### src/rtl/alu_rr_sched.sv
// alu_rr_sched: round-robin scheduler that shares one external combinational ALU
// between two requesters.
//
// Each requester offers an operation over a valid/ready handshake. When both are
// valid, the requester that was not granted last time wins. An accepted
// operation is registered onto the ALU inputs and executes for one cycle. The
// ALU result is then captured and held on the result channel, tagged with the
// issuing requester, until the consumer takes it.
//
// Ports:
//   clk, rst                  clock, synchronous active-high reset
//   rN_valid / rN_ready       requester N handshake (N = 0, 1)
//   rN_a, rN_b, rN_inst, rN_sel  requester N operands, opcode and select bit
//   alu_a, alu_b, alu_inst, alu_sel  registered inputs to the shared ALU
//   alu_z                     ALU output, combinational from alu_*
//   res_valid / res_ready     result channel handshake
//   res_data, res_id          captured ALU result and the id of its requester
//   busy                      an operation is executing or its result is pending
module alu_rr_sched #(
    parameter int unsigned WIDTH = 32,
    parameter int unsigned IW    = 4
) (
    input  logic             clk,
    input  logic             rst,

    input  logic             r0_valid,
    output logic             r0_ready,
    input  logic [WIDTH-1:0] r0_a,
    input  logic [WIDTH-1:0] r0_b,
    input  logic [IW-1:0]    r0_inst,
    input  logic             r0_sel,

    input  logic             r1_valid,
    output logic             r1_ready,
    input  logic [WIDTH-1:0] r1_a,
    input  logic [WIDTH-1:0] r1_b,
    input  logic [IW-1:0]    r1_inst,
    input  logic             r1_sel,

    output logic [WIDTH-1:0] alu_a,
    output logic [WIDTH-1:0] alu_b,
    output logic [IW-1:0]    alu_inst,
    output logic             alu_sel,
    input  logic [WIDTH-1:0] alu_z,

    output logic             res_valid,
    input  logic             res_ready,
    output logic [WIDTH-1:0] res_data,
    output logic             res_id,

    output logic             busy
);

    typedef enum logic [1:0] {
        StIdle,
        StExec,
        StDone
    } state_e;

    state_e             state_q, state_d;
    logic               last_grant_q, last_grant_d;
    logic               op_id_q, op_id_d;
    logic [WIDTH-1:0]   alu_a_q, alu_a_d;
    logic [WIDTH-1:0]   alu_b_q, alu_b_d;
    logic [IW-1:0]      alu_inst_q, alu_inst_d;
    logic               alu_sel_q, alu_sel_d;
    logic               res_valid_q, res_valid_d;
    logic [WIDTH-1:0]   res_data_q, res_data_d;
    logic               res_id_q, res_id_d;

    logic               can_accept;
    logic               grant;
    logic               accept;

    // Grant: a lone valid wins outright; on a tie the requester not served last wins.
    // Reset suppresses any handshake so nothing is accepted while it is asserted.
    always_comb begin
        can_accept = (state_q == StIdle) || ((state_q == StDone) && res_ready);
        if (r0_valid && r1_valid) begin
            grant = ~last_grant_q;
        end else begin
            grant = r1_valid;
        end
        accept   = can_accept && (r0_valid || r1_valid) && !rst;
        r0_ready = accept && !grant;
        r1_ready = accept && grant;
    end

    always_comb begin
        state_d      = state_q;
        last_grant_d = last_grant_q;
        op_id_d      = op_id_q;
        alu_a_d      = alu_a_q;
        alu_b_d      = alu_b_q;
        alu_inst_d   = alu_inst_q;
        alu_sel_d    = alu_sel_q;
        res_valid_d  = res_valid_q;
        res_data_d   = res_data_q;
        res_id_d     = res_id_q;

        // Operand load is shared by the IDLE accept and the DONE retire-and-accept.
        if (accept) begin
            alu_a_d      = grant ? r1_a    : r0_a;
            alu_b_d      = grant ? r1_b    : r0_b;
            alu_inst_d   = grant ? r1_inst : r0_inst;
            alu_sel_d    = grant ? r1_sel  : r0_sel;
            op_id_d      = grant;
            last_grant_d = grant;
        end

        unique case (state_q)
            StIdle: begin
                if (accept) begin
                    state_d = StExec;
                end
            end
            StExec: begin
                res_data_d  = alu_z;
                res_id_d    = op_id_q;
                res_valid_d = 1'b1;
                state_d     = StDone;
            end
            StDone: begin
                if (res_ready) begin
                    res_valid_d = 1'b0;
                    state_d     = accept ? StExec : StIdle;
                end
            end
            default: begin
                state_d = StIdle;
            end
        endcase
    end

    always_ff @(posedge clk) begin
        if (rst) begin
            state_q      <= StIdle;
            last_grant_q <= 1'b1;
            op_id_q      <= 1'b0;
            alu_a_q      <= '0;
            alu_b_q      <= '0;
            alu_inst_q   <= '0;
            alu_sel_q    <= 1'b0;
            res_valid_q  <= 1'b0;
            res_data_q   <= '0;
            res_id_q     <= 1'b0;
        end else begin
            state_q      <= state_d;
            last_grant_q <= last_grant_d;
            op_id_q      <= op_id_d;
            alu_a_q      <= alu_a_d;
            alu_b_q      <= alu_b_d;
            alu_inst_q   <= alu_inst_d;
            alu_sel_q    <= alu_sel_d;
            res_valid_q  <= res_valid_d;
            res_data_q   <= res_data_d;
            res_id_q     <= res_id_d;
        end
    end

    assign alu_a     = alu_a_q;
    assign alu_b     = alu_b_q;
    assign alu_inst  = alu_inst_q;
    assign alu_sel   = alu_sel_q;
    assign res_valid = res_valid_q;
    assign res_data  = res_data_q;
    assign res_id    = res_id_q;
    assign busy      = (state_q == StExec) || (state_q == StDone);

endmodule
### config.mk
export PLATFORM = sky130hd
export DESIGN_NAME = alu_rr_sched
export DESIGN_NICKNAME = d
export VERILOG_FILES = /design/src/rtl/alu_rr_sched.sv
export SDC_FILE = /design/constraint.sdc
export NUM_CORES = 1
export LEC_CHECK = 0
export CORE_MARGIN = 3
export CORE_UTILIZATION = 34
export CTS_CLUSTER_DIAMETER = 100
export DETAILED_ROUTE_END_ITERATION = 6
export PLACE_DENSITY = 0.78
export SLEW_MARGIN = 20
export SYNTH_ARGS = -nofsm -noshare
export SYNTH_HDL_FRONTEND = slang
export SYNTH_SLANG_ARGS = --single-unit
### constraint.sdc
create_clock -name clk -period 1.68 [get_ports clk]
set_input_delay 0.336 -clock clk [delete_from_list [all_inputs] [get_ports clk]]
set_output_delay 0.336 -clock clk [all_outputs]
set_load 0.1 [all_outputs]
==> results.json <==
{
  "worst_pin_slew_ps": 601,
  "crit_arrival_ps": 1460,
  "synth_area_um2": 4590,
  "ir_drop_v": 0.000753,
  "slowest_delay_ps": 370,
  "die_h_um": 122,
  "fin_nets": 964,
  "worst-endpoint-required_ps": 1340,
  "run_status": "complete, but fails checks",
  "synth.most_common_cell": "dfxtp_1",
  "dieArea_um2": 14900,
  "grt_usage_pct": 22.1,
  "ant_nets": 0,
  "yosysWarnings": 0,
  "max_freq_mhz": 558,
  "worst_skew_pair.late_latency_ps": 360,
  "finalPower_mw": 11.1,
  "p_comb_share_pct": 51.6,
  "clk_path_buf_depth": 2,
  "cts.sinks": 107,
  "place.gp.congestion": 0.788,
  "hp-class": "input port to register",
  "setup-violations-final": 2,
  "cellPowerDensity_nw_per_um2": 1200,
  "synthArstFlopShare_pct": 0,
  "synth_edf_count": 0,
  "drtIter0Drc": 293,
  "p_sw_share_pct": 44.5,
  "slew_headroom_pct": 59.9,
  "yosysTopAreaCellShare_pct": 46.7,
  "yosysTopAreaCell": "dfxtp_1",
  "tns_ps": -222,
  "grt-ovfl-total": 0,
  "power_frac_seq_pct": 29.2,
  "route.detailed.drc": 0,
  "slowest_stage": "dfxtp_2",
  "worst-setup-path-type": "register to primary output",
  "chipWidth_um": 122,
  "cts_tree": "yes",
  "setup_ws_ps": -113,
  "routed_via_density": 5.34,
  "drive_gt1_share_pct": 23.4,
  "dr_total_vias": 5139,
  "synth-seq-area-share_pct": 46.7,
  "critPathLaunchType": "register",
  "grt_pass1_vias": 5094,
  "endpoint_kind": "primary output",
  "antenna_found_initial": 1,
  "fin_worst_skew_ps": 9.24,
  "period_needed_ps": 1790,
  "p_sw_mw": 4.94,
  "ys.flop_type": "dfxtp_1",
  "synth_common_cells": "dfxtp_1 (107), nand2_1 (96), a21oi_1 (51)",
  "avgSynthCellArea_um2": 8.87,
  "syn2layout_area_growth_pct": 102,
  "coreArea_um2": 12900,
  "htree_levels": 3,
  "p_int_mw": 6.14,
  "synthesis.nets": 696,
  "rsz0062_at_grt": "true",
  "clk_pin_slew_worst_paths_ps": 80,
  "drv_cap": 0,
  "drt-total-wl_um": 18000,
  "finish.utilization_pct": 71.6,
  "root_buffer": "clkbuf_16",
  "place_inst": 934,
  "crit_chain": "inv_4, ha_4, a21o_4, nand2_4, nor2_4, buf_12",
  "numPortBuffers": 280,
  "cp_max_fo": 2,
  "synth-seq-cells": 107,
  "final_cells": 963,
  "p_leak_nw": 3.55,
  "cts_inserted_buffers": 9,
  "violations": "negative setup slack",
  "io_pins": 281,
  "dpl.hpwl_um": 12800,
  "period_share_pct": 107,
  "grt_pass1_wl_um": 26200,
  "clkPwrFrac_pct": 19.2,
  "start_util_pct": 35.5,
  "rows": 41,
  "ys_types": 29,
  "slew_viol_final": 0,
  "ys_top_cells_by_area": "dfxtp_1 (47%), a311oi_1 (9.0%), nand2_1 (7.9%)",
  "synth_cells": 517,
  "finalHoldViolCount": 0,
  "wl_per_cell_um": 18.7,
  "firstDrtPassIters": 5,
  "place_ws_ps": -329,
  "grt_max_degree": 108
}
## cells in the final DEF, fill, tap and decap left out, types with 3 or more instances in the layout
cell and n:
a311oi_2 14, buf_4 17, a221oi_1 21, inv_1 23, nor2b_1 3, clkbuf_16 10, nor2_1 35, buf_12 114
o32ai_1 22, buf_6 3, inv_8 3, a311oi_1 33, a21oi_1 50, clkdlybuf4s50_1 170, o21ai_0 3, dfxtp_1 105
mux2i_1 33, nand2_1 95
## per-layer routing
layer	track usage, %	routed length (um)
met4	10.2	592
met1	22.7	6360
met2	41.0	9460
met3	6.73	1630
met5	0	0
## logic make-up (layout without fill, tap and decap cells)
family | after synthesis | after routing | synth area share, %
fa+ha+maj | 4 | 4 | 1.09
compound gates | 153 | 153 | 24.8
flops | 107 | 107 | 46.7
mux | 33 | 33 | 7.20
simple gates | 142 | 142 | 12.2
buf+inv | 78 | 351 | 8.05
other cells | 0 | 1 | 0
## sequential cells by signal, summed over array words and instances, names as in the netlist
register      cells
alu_a            32
alu_b            32
res_data         32
alu_inst          4
state_q           2
alu_sel           1
last_grant_q      1
op_id_q           1
res_id            1
res_valid         1
## path summary, 6_finish.rpt
check                     startpoint                endpoint  slack (ps)  cells after the start
max          state_q[0]$_SDFFE_PP0P_                r0_ready        -110                      6
max reg2reg  state_q[0]$_SDFFE_PP0P_  alu_b[24]$_SDFFE_PP0P_          10                      8
min                        res_ready  res_valid$_SDFFE_PP0P_         470                      4
min reg2reg    alu_a[4]$_SDFFE_PP0P_   alu_a[4]$_SDFFE_PP0P_         500                      2
## worst max-delay path, delay by kind of cell (launching register included)
family                   cells  cell delay (ps)
flip-flops                   1              370
AND/OR/NAND/NOR              2              130
buffers and inverters        2              220
adder cells (fa/ha/maj)      1              160
AO/OA/AOI/OAI                1              210
## cell type report
cell class / instances / area (um2)
fillers: 896 / 3670
clock inverters: 7 / 66.3
multi-input cells: 332 / 2270
clock buffers: 9 / 225
well taps: 172 / 215
flip-flops and latches: 107 / 2150
repair buffers: 310 / 4230
inverters: 25 / 98.8
diodes: 1 / 2.50
## power by group through the flow
stage	Sequential [mW]	Combinational, mW	Clock (mW)
2_1_floorplan	5.35	1.18	0
6_report	3.23	5.72	2.13
3_3_place_gp	3.27	5.42	0
5_1_grt	3.27	5.92	2.26
4_1_cts	3.23	5.55	2.17
3_5_place_dp	3.29	5.51	0
## metrics by stage
stage / hold WS [ps] / area, um2
2_1_floorplan: 454 / 4660
3_3_place_gp: 491 / 8690
3_5_place_dp: 499 / 8690
4_1_cts: 510 / 9030
5_1_grt: 528 / 9260
6_report: 469 / 9260
## what timing repair did
item / CTS / global route
gates cloned: 0 / 3
setup buffers: 4 / 6
hold buffers: 0 / 0
gates resized for setup: 8 / 25
pin swaps: 2 / 6
endpoints found under the setup margin: 7 / 50
Power figures use the tool's default switching activity.
